`config.mk`:
```
export PLATFORM = sky130hd
export DESIGN_NAME = gemm_tile_sched
export DESIGN_NICKNAME = d
export VERILOG_FILES = /design/src/rtl/gemm_tile_sched.sv
export SDC_FILE = /design/constraint.sdc
export NUM_CORES = 1
export LEC_CHECK = 0
export ABC_AREA = 1
export BUFFER_PORTS_ARGS = -buffer_cell sky130_fd_sc_hd__buf_2
export CORE_ASPECT_RATIO = 1.25
export CORE_MARGIN = 10
export CORE_UTILIZATION = 59
export DETAILED_ROUTE_END_ITERATION = 8
export PLACE_DENSITY = 0.87
export SETUP_SLACK_MARGIN = 0.15
export SKIP_LAST_GASP = 1
export SLEW_MARGIN = 40
export SYNTH_ARGS = -nofsm -noshare
export SYNTH_HDL_FRONTEND = slang
export SYNTH_SLANG_ARGS = --single-unit
export TNS_END_PERCENT = 1
```
`constraint.sdc`:
```
create_clock -name clk -period 10.5 [get_ports clk]
set_input_delay 2.1 -clock clk [delete_from_list [all_inputs] [get_ports clk]]
set_output_delay 2.1 -clock clk [all_outputs]
set_load 0.005 [all_outputs]
```
`src/rtl/gemm_tile_sched.sv`:
```
// gemm_tile_sched: sequences one convolution-as-GEMM pass through the systolic array.
// Outer loop walks output-channel tiles (n), inner loop walks reduction tiles (k).
// Each k tile runs ifmap preload, then weight streaming, then the array drain. After the
// last k tile of an n tile, the accumulated row goes to the write-back mover, and the
// sequencer waits for that mover to report completion.
//
// Ports:
//   clk, rst_n     clock, asynchronous active-low reset
//   start_i        starts a pass (sampled only while idle)
//   wb_done_i      write-back mover finished current n tile (sampled only while waiting)
//   busy_o         high whenever not idle
//   done_o         one-cycle pulse at end of pass
//   preload_o      ifmap preload valid, with ifmap_addr_o
//   stream_o       weight column valid / psum enable, with weight_addr_o
//   acc_first_o    accumulator overwrites instead of adding (k == 0)
//   wb_start_o     one-cycle pulse to the write-back mover
//   k_idx_o        current reduction tile
//   n_idx_o        current output tile
//   perf_busy_o    busy cycle count
//   perf_stall_o   write-back wait cycle count
//
// Optional build macro GEMM_TILE_SCHED_PERF_EN enables the saturating perf counters.
// Without it, both perf ports are tied to 0.
// All outputs come straight from flops. They are loaded from next-state values, so each
// output lines up with the state it describes.

module gemm_tile_sched #(
   parameter int unsigned PE_SIZE   = 14,
   parameter int unsigned K_TILES   = 21,
   parameter int unsigned N_TILES   = 5,
   parameter int unsigned DRAIN_CYC = 27,
   parameter int unsigned IF_ADDR_W = 9,
   parameter int unsigned W_ADDR_W  = 11
) (
   input  logic                 clk,
   input  logic                 rst_n,
   input  logic                 start_i,
   input  logic                 wb_done_i,
   output logic                 busy_o,
   output logic                 done_o,
   output logic                 preload_o,
   output logic [IF_ADDR_W-1:0] ifmap_addr_o,
   output logic                 stream_o,
   output logic [W_ADDR_W-1:0]  weight_addr_o,
   output logic                 acc_first_o,
   output logic                 wb_start_o,
   output logic [4:0]           k_idx_o,
   output logic [2:0]           n_idx_o,
   output logic [31:0]          perf_busy_o,
   output logic [31:0]          perf_stall_o
);

   localparam int unsigned CNT_W = $clog2((DRAIN_CYC > PE_SIZE) ? DRAIN_CYC : PE_SIZE);

   typedef enum logic [2:0] {
      StIdle, StPreload, StStream, StDrain, StWbReq, StWbWait, StDone
   } state_e;

   state_e               state_q, state_d;
   logic [4:0]           k_q, k_d;
   logic [2:0]           n_q, n_d;
   logic [CNT_W-1:0]     cnt_q, cnt_d;
   logic [IF_ADDR_W-1:0] ifmap_addr_q, ifmap_addr_d;
   logic [W_ADDR_W-1:0]  weight_addr_q, weight_addr_d;
   logic                 busy_q, done_q, preload_q, stream_q, acc_first_q, wb_start_q;
   logic                 in_tile_d;

   // Next-state logic for the phase counter and the k/n loops
   always_comb begin
      state_d = state_q;
      k_d     = k_q;
      n_d     = n_q;
      cnt_d   = cnt_q;
      case (state_q)
         StIdle: begin
            if (start_i) begin
               state_d = StPreload;
               k_d     = '0;
               n_d     = '0;
               cnt_d   = '0;
            end
         end
         StPreload: begin
            if (cnt_q == CNT_W'(PE_SIZE - 1)) begin
               state_d = StStream;
               cnt_d   = '0;
            end else begin
               cnt_d = cnt_q + CNT_W'(1);
            end
         end
         StStream: begin
            if (cnt_q == CNT_W'(PE_SIZE - 1)) begin
               state_d = StDrain;
               cnt_d   = '0;
            end else begin
               cnt_d = cnt_q + CNT_W'(1);
            end
         end
         StDrain: begin
            if (cnt_q == CNT_W'(DRAIN_CYC - 1)) begin
               cnt_d = '0;
               if (k_q == 5'(K_TILES - 1)) begin
                  state_d = StWbReq;
               end else begin
                  k_d     = k_q + 5'd1;
                  state_d = StPreload;
               end
            end else begin
               cnt_d = cnt_q + CNT_W'(1);
            end
         end
         StWbReq: state_d = StWbWait;
         StWbWait: begin
            if (wb_done_i) begin
               if (n_q == 3'(N_TILES - 1)) begin
                  state_d = StDone;
               end else begin
                  n_d     = n_q + 3'd1;
                  k_d     = '0;
                  cnt_d   = '0;
                  state_d = StPreload;
               end
            end
         end
         StDone:  state_d = StIdle;
         default: state_d = StIdle;
      endcase
   end

   // Addresses only advance while their strobe is active; otherwise they hold
   always_comb begin
      in_tile_d     = (state_d == StPreload) || (state_d == StStream) || (state_d == StDrain);
      ifmap_addr_d  = ifmap_addr_q;
      weight_addr_d = weight_addr_q;
      if (state_d == StPreload) begin
         ifmap_addr_d = IF_ADDR_W'(k_d) * IF_ADDR_W'(PE_SIZE) + IF_ADDR_W'(cnt_d);
      end
      if (state_d == StStream) begin
         weight_addr_d = (W_ADDR_W'(n_d) * W_ADDR_W'(K_TILES) + W_ADDR_W'(k_d))
                         * W_ADDR_W'(PE_SIZE) + W_ADDR_W'(cnt_d);
      end
   end

   always_ff @(posedge clk or negedge rst_n) begin
      if (!rst_n) begin
         state_q       <= StIdle;
         k_q           <= '0;
         n_q           <= '0;
         cnt_q         <= '0;
         ifmap_addr_q  <= '0;
         weight_addr_q <= '0;
         busy_q        <= 1'b0;
         done_q        <= 1'b0;
         preload_q     <= 1'b0;
         stream_q      <= 1'b0;
         acc_first_q   <= 1'b0;
         wb_start_q    <= 1'b0;
      end else begin
         state_q       <= state_d;
         k_q           <= k_d;
         n_q           <= n_d;
         cnt_q         <= cnt_d;
         ifmap_addr_q  <= ifmap_addr_d;
         weight_addr_q <= weight_addr_d;
         busy_q        <= (state_d != StIdle);
         done_q        <= (state_d == StDone);
         preload_q     <= (state_d == StPreload);
         stream_q      <= (state_d == StStream);
         acc_first_q   <= in_tile_d && (k_d == '0);
         wb_start_q    <= (state_d == StWbReq);
      end
   end

   assign busy_o        = busy_q;
   assign done_o        = done_q;
   assign preload_o     = preload_q;
   assign stream_o      = stream_q;
   assign acc_first_o   = acc_first_q;
   assign wb_start_o    = wb_start_q;
   assign ifmap_addr_o  = ifmap_addr_q;
   assign weight_addr_o = weight_addr_q;
   assign k_idx_o       = k_q;
   assign n_idx_o       = n_q;

`ifdef GEMM_TILE_SCHED_PERF_EN
   logic [31:0] perf_busy_q, perf_busy_d, perf_stall_q, perf_stall_d;
   logic        start_acc;

   // Counters track next state, so the value seen in a cycle includes that cycle
   always_comb begin
      start_acc    = (state_q == StIdle) && start_i;
      perf_busy_d  = perf_busy_q;
      perf_stall_d = perf_stall_q;
      if (start_acc) begin
         perf_busy_d  = 32'd1;
         perf_stall_d = '0;
      end else begin
         if ((state_d != StIdle) && (perf_busy_q != '1)) begin
            perf_busy_d = perf_busy_q + 32'd1;
         end
         if ((state_d == StWbWait) && (perf_stall_q != '1)) begin
            perf_stall_d = perf_stall_q + 32'd1;
         end
      end
   end

   always_ff @(posedge clk or negedge rst_n) begin
      if (!rst_n) begin
         perf_busy_q  <= '0;
         perf_stall_q <= '0;
      end else begin
         perf_busy_q  <= perf_busy_d;
         perf_stall_q <= perf_stall_d;
      end
   end

   assign perf_busy_o  = perf_busy_q;
   assign perf_stall_o = perf_stall_q;
`else
   assign perf_busy_o  = '0;
   assign perf_stall_o = '0;
`endif

endmodule

```
## Word-level counts from Yosys, hierarchy flattened

Index checks and enable logic that the tools add are counted.

| operators by class | value |
|---|---|
| multiplexer cells | 24 |
| equal/unequal tests | 14 |
| add/sub/neg operators | 6 |
| reduce and logical (&&, ||, !) cells | 7 |
| multiply operators | 3 |

Operators by type and width:

| kind | count |
|---|---|
| 5-bit two-way mux | 10 |
| 3-bit two-way mux | 10 |
| 5-bit case mux with 4 select lines | 1 |
| 3-bit case mux with 6 select lines | 1 |
| 3-bit == test (second input constant) | 5 |
| 5-bit case mux with 3 select lines | 1 |
| 3-bit by 2-bit == test with 1-bit output (second input constant) | 4 |
| 11-bit by 5-bit adder with 11-bit output | 1 |
| 5-bit by 1-bit adder with 5-bit output (second input constant) | 2 |
| 5-bit == test (second input constant) | 2 |
| 9-bit by 3-bit multiplier with 10-bit output (second input constant) | 1 |
| 8-bit by 5-bit adder with 9-bit output | 1 |
| 9-bit by 5-bit adder with 9-bit output | 1 |
| 3-bit by 5-bit multiplier with 8-bit output (second input constant) | 1 |
| 5-bit by 3-bit multiplier with 8-bit output (second input constant) | 1 |
| 3-bit by 1-bit == test with 1-bit output (second input constant) | 2 |
| 3-bit case mux with 2 select lines | 1 |
| 5-bit by 4-bit == test with 1-bit output (second input constant) | 1 |
| 5-bit logical NOT | 1 |
| 3-bit by 1-bit adder with 3-bit output (second input constant) | 1 |
| 3-bit logical NOT | 1 |
| 3-bit nonzero test | 1 |
| 1-bit logical OR | 2 |
| 2-bit OR reduction | 1 |
| 1-bit logical AND | 1 |

| word-level totals | value |
|---|---|
| output and inout bits | 98 |
| input bits | 4 |
| word-level logic and storage cells | 66 |
| register bits after elaboration | 42 |

## Longest topological paths before layout

Gate-level depths: netlist (run 1).

| depth | value |
|---|---|
| depth after elaboration | 8 |
| gate-level depth with buffers | 33 |
| gate-level depth less buffers | 33 |

## Worst setup path before layout (run 1)

OpenSTA, ideal clock, no wires.

| timing path | value |
|---|---|
| path kind | in2reg |
| start point | in wb_done_i |
| end point | reg weight_addr_q[10] (netlist: weight_addr_o[10]) |
| setup time | 0.117 ns |
| path slack | 4.181 ns |
| required time | 10.383 ns |
| data arrival time | 6.202 ns |
| stages on the path | 23 |
| cells stage by stage | nand2_1 > nand2_2 > nand2_1 > nor2_1 > nand2_1 > a32oi_1 > inv_1 > ha_1 > ha_1 > fa_1 > inv_1 > fa_1 > inv_1 > ha_1 > fa_1 > ha_1 > nand2_1 > nand2_1 > nand2_1 > nor2_1 > nand4_1 > nand3_1 > nand2_1 |

| between the ends | value |
|---|---|
| elaborated cells between the ends (all ways) | 13 |
| those cells by class | add/sub (2); mul (2); eq/ne (1); mux (8) |

RTL lines:

| what | RTL line | RTL |
|---|---|---|
| from (decl) | 38 | `input logic wb_done_i,` |
| 5-bit two-way mux | 114 | `if (wb_done_i) begin` |
| 5-bit case mux with 3 select lines | 74 | `case (state_q)` |
| named net k_d[1] | 60 | `logic [4:0] k_q, k_d;` |
| 8-bit by 5-bit adder with 9-bit output | 139 | `weight_addr_d = (W_ADDR_W'(n_d) * W_ADDR_W'(K_TILES) + W_ADDR_W'(k_d))` |
| 9-bit by 3-bit multiplier with 10-bit output | 140 | `* W_ADDR_W'(PE_SIZE) + W_ADDR_W'(cnt_d);` |
| 11-bit by 5-bit adder with 11-bit output | 140 |  |
| to (signal assigned) | 164 | `weight_addr_q <= weight_addr_d;` |
| to (decl) | 64 | `logic [W_ADDR_W-1:0] weight_addr_q, weight_addr_d;` |

The timed path passes the listed nets, and every way through them passes these cells.
A chain may end at the register's enable or synchronous reset.

## Worst setup path after layout (run 1)

Same ends and word-level chain as after synthesis.

==> impl_summary.md, run 1 <==
GRT
The number of global-route vias before repair is 3375. The global route total overflow is 0. The total routing usage reported by global routing is 16.4%. The number of antenna violations at the first check in global routing was 0.

The global-route wire length before repair is 14700 µm. Entering global routing, the biggest net connects 43 pins.

Power and ir drop
For this design the static power due to leakage is 2.64 nW. The relative contribution of the clock network to total power is 19.5%. The post-layout total power is 0.671 mW. The internal power of the cells totals 0.377 mW. The fraction of power spent switching nets is 43.8%. The switching power is 0.294 mW.

The fraction of power consumed by sequential logic is 33.8%. The proportion of power drawn by combinational gates is 46.7%. For this design the ratio of total power to cell area is 157 mW/mm². The largest vdd supply drop is 0.0842 mV.

Worst setup path
On the critical path, the stage with the largest delay is an instance of fa_1. Among the stages of the critical path, the cell type that occurs most often is nand2_1. The cell depth of the worst flop-to-flop path is 26. The worst setup path is captured at a flop. Along the worst path, the maximum fanout reaches 6. Setup slack on the worst reg-to-reg path comes out at 4920 ps. Walking the worst path, the cells encountered are buf_2 > nand2_1 > nand2_2 > nand2_1 > nor2_1 > nand2_1 > a32oi_1 > inv_1 > ha_1 > ha_1 > fa_1 > inv_1 > fa_1 > inv_1 > ha_1 > fa_1 > ha_1 > nand2_1 > nand2_1 > nand2_1 > nor2_1 > nand4_1 > nand3_1 > nand2_1. The data required time at the worst endpoint is 10700 ps. The startpoint of the lowest-slack register-to-register path is n_idx_o[0]$_DFF_PN0_.

The reg-to-reg endpoint is weight_addr_o[10]$_DFFE_PN0P_. The arrival time at the worst endpoint is 6980 ps. The critical path class is primary input to flop. The longest individual stage delay on the worst path is 560 ps.

The kind of start point of the critical path is a primary input.

Synthesis
Of the post-synthesis cell area, the part taken by muxes is 0%. In the post-synthesis netlist, the biggest area contributors are dfrtp_1 25%, ha_1 15%, buf_4 12%. The share of Yosys cell area claimed by the top area cell type is 25.5%.

The synthesized netlist occupies a cell area of 0.00412 mm². The largest area contributor in the synthesized netlist is dfrtp_1. The post-synthesis compound-gate area fraction is 8.13%.

The dominant register cell in the synthesized netlist is dfrtp_1. The xor and xnor area share after synthesis is 4.88%. By area, the combinational part of the netlist is dominated by adder cells. The adder and majority gate portion of the synthesized area is 20.9%. The count of cell types in the netlist is 35. Among all cell types in the netlist, the one instantiated most often is nand2_1. The Yosys step of the flow raised 0 warnings. The synthesized design contains 42 register bits.

After synthesis, the most frequently instantiated cells are 111 x nand2_1, 73 x inv_1, 65 x buf_4. A synthesized cell averages 7.95 µm². Of the total synthesized cell area, the portion taken by AND, OR, NAND and NOR gates is 20.8%.

Summing the sequential cell areas from Yosys gives 25.5% of the chip area. The share of flip-flops with an asynchronous set or reset is 100%. After technology mapping, the gate count stands at 519. The number of enable flip-flop cells after synthesis is 0.

Clocking
The source-to-sink clock delay at the later pin of the worst-skew pair is 300 ps. The number of H-tree levels is 2. The clock transition at the registers of the reported paths is 90 ps.

The post-CTS setup buffer count is 0. TritonCTS built the clock tree. Counting along the longest clock path gives a buffer depth of 2. For this design, the sink count on the clock tree is 42.

The root buffer cell is clkbuf_8. The total of hold buffers inserted after clock tree synthesis is 0. The clock buffer count from CTS is 5.

In this run, post-CTS repair resized a total of 0 instances.

Min path
The endpoint of the worst hold-timing path is weight_addr_o[1]$_DFFE_PN0P_. The path class of the tightest hold or removal check is flop to flop. The worst hold path stage count is 2. The launch instance of the worst min-delay path is weight_addr_o[1]$_DFFE_PN0P_.

STA
The final worst setup slack is 3720 ps. The headroom to the max-slew limit is 55.7%. The total count of max-transition violations in the final report was 0. The post-route clock skew is 8.76 ps. The total of endpoints with negative setup slack in the final report is 0. The worst-margin pin slew is 665 ps. Timing would allow up to 0.148 GHz. In the finished design, the share of the clock period the worst path needs comes to 64.6%. The number of hold violations in the final report is 0. In the final timing run, aggregate negative setup slack is 0 ps. The final hold slack is 477 ps.

Setup repair after global routing left no endpoint under its margin. The clock period minus final worst setup slack is 6780 ps.

Placement
The final RePlAce weighted congestion is 0.942. The number of placed instances with taps included is 643. Input and output buffers added on the ports amount to 37. The total half-perimeter wirelength after legalization and detailed placement is 7240 µm. The pre-CTS setup slack is 3480 ps. The instance area after placement is 0.00416 mm².

Outcome
The run finished with clean final reports.

Floorplanning
In this run the horizontal extent of the chip is 94.8 µm. Measured along the y axis, the die boundary spans 113 µm. In this run the standard cell core region covers 0.00689 mm². For this design the top-level I/O count stands at 102. The standard-cell row count is 34. The initial cell density of the core is 59.8%. The die area is 0.0108 mm².

Layout
The number of antenna diodes in the final layout is 0. The utilization after layout is 62.0%. The layout overhead on the synthesized area is 3.64%. The number of nets in the final layout is 625. The proportion of layout cells with a drive suffix above 1 is 13.0%. The design area is 0.00427 mm². For this run, the number of standard cells in the final layout without fillers is 651.

Detailed routing
The total wirelength of the detailed-routed design is 8790 µm. Using the TritonRoute via totals, the vias-per-cell ratio works out to 4.98. The number of optimization iterations in the first detailed-route pass is 4. In the routed design, unresolved DRC markers number 0.

Dividing the detail-routed wire length by the instance count gives 13.5 µm. The detailed router's first-iteration violation count is 164. The final route contains 3243 vias.

Once detail routing completed, the nets flagged for antenna violations numbered 0.

Run
The tool flagged a number of max-cap violations equal to 0.
placed cells by master, fill, tap and decap left out, types with 2 or more instances in the layout:
cell	netlist	routed
clkbuf_8	0	5
o21ai_0	8	8
nand2_1	111	111
nand3_2	2	2
ha_1	48	48
a21oi_1	18	18
xor2_1	18	18
fa_1	13	13
nand4_1	8	8
xnor2_1	5	5
o22ai_1	2	2
inv_1	73	73
a21o_1	2	2
o21ai_1	12	12
buf_2	0	36
nand2_2	3	3
nand3_1	31	31
nand3b_1	2	2
a32oi_1	2	2
nand3_4	2	2
o21ai_2	7	7
o31ai_1	2	2
conb_1	1	64
nor3_1	4	4
dfrtp_1	42	42
nor2_1	20	20
inv_2	9	9
worst max-delay path by stage:
stage	start	endpoint	slack, ps	cells after the start
6_report	wb_done_i	weight_addr_o[10]$_DFFE_PN0P_	3720	24
5_1_grt	wb_done_i	weight_addr_o[10]$_DFFE_PN0P_	3280	27
4_1_cts	wb_done_i	weight_addr_o[10]$_DFFE_PN0P_	3780	24
3_5_place_dp	wb_done_i	weight_addr_o[10]$_DFFE_PN0P_	3480	24
3_3_place_gp	wb_done_i	weight_addr_o[7]$_DFFE_PN0P_	3650	22
2_1_floorplan	wb_done_i	weight_addr_o[10]$_DFFE_PN0P_	4180	23
state kept, by name (all words and copies together) (netlist names), 3 cells and up:
register,count
weight_addr_o,11
k_idx_o,5
cnt_q,5
state_q,3
ifmap_addr_o,9
n_idx_o,3
cell type report:
class	instances	area [µm²]
Fill cell	622	2620
Multi-Input combinational cell	391	2500
Sequential cell	42	1050
Inverter	83	314
Timing Repair Buffer	37	188
Tap cell	90	113
Clock buffer	5	68.8
Clock inverter	3	43.8
logic make-up (layout without fill, tap and decap cells):
| logic type | after synthesis | count (layout) |
|---|---|---|
| flops | 42 | 42 |
| buf+inv | 149 | 128 |
| other cells | 1 | 64 |
| xor+xnor | 23 | 23 |
| fa+ha+maj | 61 | 61 |
| simple gates | 187 | 187 |
| compound gates | 56 | 56 |
power by group through the flow:
stage,sequential [mW],clock (mW),combinational (mW)
after floorplan,0.230,0,0.241
after global placement,0.228,0,0.300
after detailed placement,0.229,0,0.313
after CTS,0.227,0.136,0.314
after global routing,0.231,0.141,0.358
final,0.227,0.131,0.314
worst max-delay path: cells and delay by family:
family                     cells  cell delay (ps)
AOI/OAI and AO/OA              1              420
buffers and inverters          4              500
adders and majority gates      7             2680
and+or+nand+nor               12             1270
metal layers:
metal | vias to the layer above | track usage [%] | wire (µm)
met2 | 91 | 32.7 | 5100
met3 | 17 | 3.02 | 459
met4 | 0 | 6.90 | 203
met1 | 1538 | 15.3 | 3030
li1 | 1597 | - | -
met5 | - | 0 | 0
No activity file was read; power rests on OpenSTA's default activity.
==> run 2: changes to the inputs <==
ABC_AREA = 0   (was 1)
CORE_UTILIZATION = 49   (was 59)
PLACE_DENSITY = 0.77   (was 0.87)
clock period = 6.2 ns   (was 10.5 ns; I/O delays follow)
==> run 2 against run 1 <==
Routed wire length is 3.5% lower. Sequential power is 76% higher. Core utilization is 6.2 points lower. Clock skew is 4.6 ps lower. Worst hold slack better by 31 ps. Total power is 68% higher. Die area is 15% higher. Global-route usage is 2.9 points lower. Setup slack worse by 3500 ps. Critical endpoint unchanged. Highest routed layer unchanged.
==> impl_summary.md, run 2 <==
Synthesis
Most numerous cell types in the synthesized netlist: 64 x buf_4, 48 x ha_1, 44 x inv_1 (was 111 x nand2_1, 73 x inv_1, 65 x buf_4). The xor and xnor area share after synthesis is 6.15% (was 4.88%). The share of Yosys cell area claimed by the top area cell type came to 25.7% (was 25.5%). The post-synth design cell area is 0.00409 mm² (was 0.00412 mm²).

The adder and majority gate portion of the synthesized area was 21.1% (was 20.9%). The most frequently used cell type in the post-synthesis netlist was buf_4 (was nand2_1). The largest area contributor in the synthesized netlist is dfrtp_1 (unchanged). The post-synthesis compound-gate area fraction came to 14.4% (was 8.13%).

The simple-gate portion of the synthesized area is 10.6% (was 20.8%). The mean area per synthesized cell was 9.59 µm² (was 7.95 µm²). The number of enable flip-flop cells after synthesis is 0 (unchanged). The count of yosys warnings during synthesis is 0 (unchanged). The number of standard cells after synthesis is 426 (was 519).

Leading cell types by total area after synthesis: dfrtp_1 26%, ha_1 15%, buf_4 12% (was dfrtp_1 25%, ha_1 15%, buf_4 12%). The main combinational cell family by area after synthesis was adder cells (unchanged). The dominant register cell in the synthesized netlist was dfrtp_1 (unchanged). The share of flip-flops with an asynchronous set or reset is 100% (unchanged).

The post-synthesis register bit count is 42 (unchanged). The mux share of post-synthesis cell area is 5.05% (was 0%). The count of cell types in the netlist is 57 (was 35). The part of the Yosys area used for sequential elements is 25.7% (was 25.5%).

Clocking
The clock transition at the registers of the reported paths is 80 ps (was 90 ps). The clock sink count is 42 (unchanged). The CTS tree was done (unchanged). The total of hold buffers inserted after clock tree synthesis is 0 (unchanged). The largest buffer count on any clock path was 2 (unchanged). The source-to-sink clock delay at the later pin of the worst-skew pair is 300 ps (about the same). The number of H-tree levels was 2 (unchanged).

The clock buffer count from CTS was 5 (unchanged). The root buffer cell is clkbuf_8 (unchanged).

Worst setup path
The startpoint of the lowest-slack register-to-register path is n_idx_o[0]$_DFF_PN0_ (unchanged). The minimum setup slack among reg-to-reg paths was 540 ps (was 4920 ps). The cell depth of the worst flop-to-flop path came to 22 (was 26). The data required time at the worst endpoint is 6400 ps (was 10700 ps).

The slowest cell on the critical path is fa_2 (was fa_1). The end point of the critical path is weight_addr_o[10]$_DFFE_PN0P_ (unchanged). The maximum net fanout on the critical path was 3 (was 6). The library cell appearing most often on the critical path is ha_1 (was nand2_1). The longest individual stage delay on the worst path was 550 ps (was 560 ps). Cell chain of the critical path: buf_2 > or3b_4 > a21oi_4 > o22ai_1 > a22o_1 > ha_1 > ha_1 > fa_2 > inv_1 > fa_1 > inv_1 > ha_1 > fa_1 > ha_1 > o21ai_0 > nor2_1 > o2111ai_2 > nor4_2 > xor3_1 > mux2_2 (was buf_2 > nand2_1 > nand2_2 > nand2_1 > nor2_1 > nand2_1 > a32oi_1 > inv_1 > ha_1 > ha_1 > fa_1 > inv_1 > fa_1 > inv_1 > ha_1 > fa_1 > ha_1 > nand2_1 > nand2_1 > nand2_1 > nor2_1 > nand4_1 > nand3_1 > nand2_1). The kind of start point of the critical path is a primary input (unchanged). The arrival time at the worst endpoint was 6150 ps (was 6980 ps). The number of cells on the critical path is 20 (was 24).

The type of element capturing the critical path is a flop (unchanged). The critical path class is primary input to flop (unchanged). The worst setup path startpoint is start_i (was wb_done_i). The reg-to-reg endpoint is weight_addr_o[10]$_DFFE_PN0P_ (unchanged). The number of buffers and inverters on the critical path is 3 (was 4). The top cell family by delay on the critical path is adder cells (unchanged).

Layout
The number of nets in the final layout is 557 (was 625). The number of flip-flops in the largest register was 11 (unchanged). The filler cell count is 718 (was 622). The proportion of layout cells with a drive suffix above 1 is 24.9% (was 13.0%).

The most common cell after layout, fill and taps aside is conb_1 (was nand2_1). The layout overhead on the synthesized area is 12.0% (was 3.64%). Commonest cells after routing, fill and taps aside: 64 x conb_1, 45 x ha_1, 44 x inv_1 (was 111 x nand2_1, 73 x inv_1, 64 x conb_1).

The area of the multi-input gates came to 0.00274 mm² (was 0.00250 mm²). The number of diodes is 0 (unchanged). The area taken by flip-flops and latches was 0.00105 mm² (unchanged).

STA
After layout, the minimum clock period comes to 5950 ps. Setup repair after global routing missed its margin: true (was false). The post-route clock skew is 4.15 ps (was 8.76 ps). The final-layout setup total negative slack was 0 ps (unchanged). The number of hold violations in the final report is 0 (unchanged). The total of endpoints with negative setup slack in the final report came to 0 (unchanged). The worst-margin pin slew was 721 ps (was 665 ps). The fmax is 0.168 GHz. The share of the clock period used by the worst path is 95.9%. The headroom to the max-slew limit came to 51.4% (was 55.7%). The final worst setup slack is 251 ps (was 3720 ps). The total count of max-transition violations in the final report came to 0 (unchanged).

Placement
The number of buffers inserted by port buffering was 37 (unchanged). The final RePlAce weighted congestion is 0.927 (was 0.942). The total half-perimeter wirelength after legalization and detailed placement came to 6840 µm (was 7240 µm). The pre-CTS setup slack is -204 ps (was 3480 ps).

Floorplanning
The die span in y is 122 µm (was 113 µm). The count of pins on the block boundary is 102 (unchanged). The width of the chip is 102 µm (was 94.8 µm).

The area of the placeable core came to 0.00819 mm² (was 0.00689 mm²). The die area is 0.0124 mm² (was 0.0108 mm²). The initial cell density of the core came to 49.9% (was 59.8%).

The standard-cell row count was 37 (was 34).

GRT
The largest net degree at the start of global routing was 43 (unchanged). The global-route wire length before repair is 14000 µm (was 14700 µm). The total routing usage reported by global routing came to 13.5% (was 16.4%).

The global route total overflow is 0 (unchanged). The number of global-route vias before repair was 3029 (was 3375). The number of antenna violations at the first check in global routing came to 0 (unchanged).

Min path
The launch instance of the worst min-delay path is weight_addr_o[10]$_DFFE_PN0P_ (was weight_addr_o[1]$_DFFE_PN0P_). The type of the tightest min-delay check was flop to flop (unchanged).

Power and ir drop
The power per cell area is 246 mW/mm² (was 157 mW/mm²). The leakage power total was 2.53 nW (was 2.64 nW). The post-layout total power is 1.13 mW (was 0.671 mW). The largest vdd supply drop was 0.189 mV (was 0.0842 mV).

Detailed routing
The total wirelength of the detailed-routed design came to 8480 µm (was 8790 µm). The detailed router's first-iteration violation count came to 142 (was 164). The number of design rule violations left after detail routing was 0 (unchanged). The via density per instance is 5.03 (was 4.98). The overall via count from detail_route is 2967 (was 3243). The average wire length per cell after detail routing is 14.4 µm (was 13.5 µm). The number of optimization iterations in the first detailed-route pass is 4 (unchanged). The remaining antenna violation count after routing came to 0 (unchanged).

Outcome
Status: complete, no violations (unchanged).

Run
The number of violations of the max-capacitance limit is 0 (unchanged).
-- run 2: cell count changes in the layout (fill, tap and decap cells not counted), moves of 6 or more --
| cell | previous run | this run |
|---|---|---|
| a21o_1 | 2 | 12 |
| buf_4 | 1 | 31 |
| inv_1 | 73 | 44 |
| inv_2 | 9 | 0 |
| mux2_4 | 0 | 8 |
| nand2_1 | 111 | 10 |
| nand3_1 | 31 | 4 |
| nor2b_1 | 1 | 7 |
| o21ai_0 | 8 | 19 |
| o21ai_1 | 12 | 0 |
| o21ai_2 | 7 | 1 |
| xnor2_1 | 5 | 11 |
| xor2_1 | 18 | 12 |
-- run 2: logic make-up (layout without fill, tap and decap cells) --
| family | after synthesis | count (layout) |
|---|---|---|
| DFF | 42 | 42 |
| AOI/OAI and AO/OA | 88 | 88 |
| adders and majority gates | 61 | 61 |
| and+or+nand+nor | 76 | 76 |
| muxes | 16 | 16 |
| other | 1 | 64 |
| buffers and inverters | 115 | 119 |
| xor gates and xnor gates | 27 | 27 |
-- run 2: per-stage QoR --
step	util (%)	area (µm²)	std cells	hold WS, ps
4_1_cts	55.2	4520	589	509
6_report	55.8	4580	590	509
2_1_floorplan	-	4440	489	505
5_1_grt	55.8	4580	590	519
3_5_place_dp	54.0	4430	580	488
3_3_place_gp	54.0	4430	580	487
-- run 2: final cells by class --
cell class / count / share of cell area, %
clock buffers: 6 / 1.59
clock inverters: 2 / 0.301
inverters: 44 / 3.61
multi-input cells: 332 / 59.9
flip-flops and latches: 42 / 23.0
well taps: 97 / 2.65
repair buffers: 67 / 9.02
-- run 2: power by group --
group          internal, mW  switching (mW)  total (mW)
clock network        0.0796           0.102       0.182
logic                 0.252           0.291       0.543
registers             0.346          0.0548       0.400
-- run 2: how the worst min path moves through the flow --
stage	end	slack, ps	cells past startpoint
floorplan	weight_addr_o[0]$_DFFE_PN0P_	510	1
global placement	ifmap_addr_o[5]$_DFFE_PN0P_	490	1
detailed placement	ifmap_addr_o[5]$_DFFE_PN0P_	490	1
CTS	ifmap_addr_o[5]$_DFFE_PN0P_	510	1
global route	ifmap_addr_o[5]$_DFFE_PN0P_	520	1
finish	weight_addr_o[10]$_DFFE_PN0P_	510	1
-- run 2: what timing repair did --
action | CTS | global route
setup endpoints to repair | 1 | 2
setup buffers | 1 | 1
pin swaps | 2 | 4
gates resized for setup | 0 | 8
-- run 2: worst reg2reg max path: stages (launching register included) --
cell       delay (ps)
dfrtp_1           450
inv_1              70
ha_1              250
a21bo_2           230
nor3_1            170
buf_4             150
o22ai_1           100
a22o_1            230
ha_1              280
ha_1              230
fa_2              550
inv_1              70
fa_1              540
inv_1              50
ha_1              200
fa_1              460
ha_1              320
o21ai_0           100
nor2_1            180
o2111ai_2         150
nor4_2            260
xor3_1            250
mux2_2            270
-- run 2: per-layer routing --
metal	track usage (%)	wire length (µm)
met1	16.5	3550
met2	23.1	4240
met3	3.28	633
met4	3.32	57
met5	0	0
==> run 3: changes to the inputs <==
CORE_UTILIZATION = 51   (was 49)
CTS_BUF_LIST = sky130_fd_sc_hd__clkbuf_8   (was not set)
PLACE_DENSITY = 0.8   (was 0.77)
TNS_END_PERCENT = 100   (was 1)
==> run 3 against run 2 <==
Core utilization is 3.7 points higher. Clock skew is 6.2 ps higher. Clock-buffer cell count is 1 lower. Global-route usage is 0.94 points higher. Worst hold slack better by 1.7 ps. Sequential power hardly changed. Non-clock buffer count is 7 higher. Flip-flop and latch count stayed put. Highest routed layer unchanged.
==> impl_summary.md, run 3 (synthesis results as in run 2) <==
Outcome
Status: complete, no violations (unchanged).

Min path
The type of the tightest min-delay check is flop to flop (unchanged).

Run
The number of violations of the max-capacitance limit is 0 (unchanged).

Worst setup path
The arrival time at the worst endpoint is 6050 ps (was 6150 ps). The top cell family by delay on the critical path is adder cells (unchanged). The critical path class was primary input to flop (unchanged). The maximum net fanout on the critical path is 4 (was 3).

The slowest cell on the critical path is or4b_2 (was fa_2). The kind of start point of the critical path is a primary input (unchanged). The library cell appearing most often on the critical path is ha_1 (unchanged).

The data required time at the worst endpoint came to 6390 ps (was 6400 ps). The type of element capturing the critical path is a flop (unchanged). The number of buffers and inverters on the critical path came to 3 (unchanged). The longest individual stage delay on the worst path is 670 ps (was 550 ps). Cell chain of the critical path: buf_2 > a21bo_2 > nor3_1 > buf_4 > a211oi_2 > ha_1 > ha_4 > ha_1 > a21o_1 > a21oi_2 > o21ai_0 > xor2_1 > buf_4 > xor2_1 > ha_1 > a21o_1 > ha_1 > or4b_2 > o2111a_1 > nor4_2 > xor3_1 > mux2_2 (was buf_2 > or3b_4 > a21oi_4 > o22ai_1 > a22o_1 > ha_1 > ha_1 > fa_2 > inv_1 > fa_1 > inv_1 > ha_1 > fa_1 > ha_1 > o21ai_0 > nor2_1 > o2111ai_2 > nor4_2 > xor3_1 > mux2_2).

Clocking
The clock transition at the registers of the reported paths is 90 ps (was 80 ps). The clock sink count is 42 (unchanged). The source-to-sink clock delay at the later pin of the worst-skew pair is 310 ps (was 300 ps). The clock buffer count from CTS is 5 (unchanged). The largest buffer count on any clock path is 2 (unchanged). The number of H-tree levels is 2 (unchanged).

The root buffer cell is clkbuf_8 (unchanged). The CTS tree is done (unchanged).

STA
Setup repair after global routing missed its margin: false (was true). The fmax is 0.171 GHz (was 0.168 GHz). The final hold slack is 510 ps (was 509 ps).

The headroom to the max-slew limit was 51.4% (about the same). The worst-margin pin slew is 721 ps (about the same). The total count of max-transition violations in the final report is 0 (unchanged). The number of hold violations in the final report is 0 (unchanged). The post-route clock skew is 10.3 ps (was 4.15 ps). The clock period minus final worst setup slack is 5860 ps (was 5950 ps). The share of the clock period used by the worst path came to 94.4% (was 95.9%). The total of endpoints with negative setup slack in the final report is 0 (unchanged).

The final worst setup slack was 345 ps (was 251 ps).

Layout
The number of nets in the final layout came to 564 (was 557). The post-route non-filler standard cell count is 595 (was 590). The layout overhead on the synthesized area is 13.6% (was 12.0%). The design area is 0.00464 mm² (was 0.00458 mm²). The number of flip-flops in the largest register came to 11 (unchanged).

The most common cell after layout, fill and taps aside was conb_1 (unchanged). The number of diodes is 0 (unchanged). The filler cell count came to 665 (was 718).

The proportion of layout cells with a drive suffix above 1 is 26.8% (was 24.9%). Commonest cells after routing, fill and taps aside: 64 x conb_1, 44 x inv_1, 42 x ha_1, 42 x dfrtp_1, 38 x buf_4 (was 64 x conb_1, 45 x ha_1, 44 x inv_1).

Floorplanning
The die area is 0.0120 mm² (was 0.0124 mm²). The initial cell density of the core was 52.4% (was 49.9%). The count of pins on the block boundary is 102 (unchanged). The width of the chip came to 100 µm (was 102 µm). The standard-cell row count was 36 (was 37). The area of the placeable core is 0.00779 mm² (was 0.00819 mm²). The die span in y is 120 µm (was 122 µm).

Placement
The total half-perimeter wirelength after legalization and detailed placement is 7170 µm (was 6840 µm). The final RePlAce weighted congestion is 0.874 (was 0.927). The number of buffers inserted by port buffering is 37 (unchanged).

The instance area after placement is 0.00443 mm² (about the same). The number of placed instances with taps included was 578 (was 580). The pre-CTS setup slack is -207 ps (was -204 ps).

Power and ir drop
The power per cell area is 246 mW/mm² (about the same). The largest vdd supply drop came to 0.183 mV (was 0.189 mV). The leakage power total is 2.56 nW (was 2.53 nW).

GRT
The global-route wire length before repair is 14800 µm (was 14000 µm). The number of antenna violations at the first check in global routing was 0 (unchanged). The global route total overflow is 0 (unchanged). The largest net degree at the start of global routing is 43 (unchanged). The total routing usage reported by global routing is 14.4% (was 13.5%).

The number of global-route vias before repair is 3279 (was 3029).

Detailed routing
The number of design rule violations left after detail routing was 0 (unchanged). The detailed router's first-iteration violation count came to 135 (was 142). The via density per instance is 5.16 (was 5.03). The remaining antenna violation count after routing is 0 (unchanged). The number of optimization iterations in the first detailed-route pass came to 4 (unchanged). The average wire length per cell after detail routing was 15.2 µm (was 14.4 µm).

The total wirelength of the detailed-routed design came to 9040 µm (was 8480 µm). The overall via count from detail_route was 3073 (was 2967).
-- run 3: where the power goes --
| part | internal, mW | total (mW) | switching, mW |
|---|---|---|---|
| Combinational | 0.258 | 0.554 | 0.296 |
| Sequential | 0.345 | 0.400 | 0.0549 |
| Clock | 0.0795 | 0.187 | 0.108 |
-- run 3: worst register-to-register path: cells and delay by family (launching register included) --
kind                       cells  cell delay (ps)
DFF                            1              440
and+or+nand+nor                5             1660
AOI/OAI and AO/OA              6              950
buffers and inverters          1               80
muxes                          1              260
xor gates and xnor gates       3              610
adders and majority gates      5             1510
-- run 3: through the flow --
| step | utilization (%) | TNS (ps) | power, mW |
|---|---|---|---|
| after floorplan | - | 0 | 0.811 |
| after global placement | 56.8 | -86.4 | 0.918 |
| after detailed placement | 56.8 | -364 | 0.942 |
| after CTS | 58.1 | 0 | 1.14 |
| after global routing | 59.6 | 0 | 1.24 |
| final | 59.6 | 0 | 1.14 |
-- run 3: area by class of cell --
class | instances | area (µm²) | area share [%]
clock buffers | 5 | 68.8 | 1.48
clock inverters | 3 | 18.8 | 0.404
inverters | 44 | 165 | 3.56
multi-input cells | 332 | 2750 | 59.3
flip-flops and latches | 42 | 1050 | 22.6
well taps | 95 | 119 | 2.56
repair buffers | 74 | 465 | 10.0
-- run 3: final timing paths --
check / startpoint / endpoint / slack [ps] / cells past startpoint
max: wb_done_i / weight_addr_o[10]$_DFFE_PN0P_ / 340 / 22
min: ifmap_addr_o[0]$_DFFE_PN0P_ / ifmap_addr_o[0]$_DFFE_PN0P_ / 510 / 1
max reg2reg: cnt_q[0]$_DFF_PN0_ / weight_addr_o[10]$_DFFE_PN0P_ / 570 / 21
min reg2reg: ifmap_addr_o[0]$_DFFE_PN0P_ / ifmap_addr_o[0]$_DFFE_PN0P_ / 510 / 1
max in group asynchronous: rst_n / weight_addr_o[10]$_DFFE_PN0P_ / 4910 / 1
min in group asynchronous: rst_n / preload_o$_DFF_PN0_ / 910 / 1
-- run 3: layer usage --
metal  vias to the layer above  GRT usage [%]  part of all wire [%]
met5                         -              0                     0
met4                         0           5.04                   1.9
met3                        12           4.13                   7.8
met2                       104           25.5                    52
met1                      1483           16.0                    39
li1                       1474              -                     -
-- run 3: repair_timing --
item / in CTS / in global routing
setup buffers: 1 / 8
endpoints found under the hold margin: 0 / 0
pin swaps: 2 / 5
endpoints found under the setup margin: 2 / 3
resized for setup: 1 / 11
hold buffers: 0 / 0
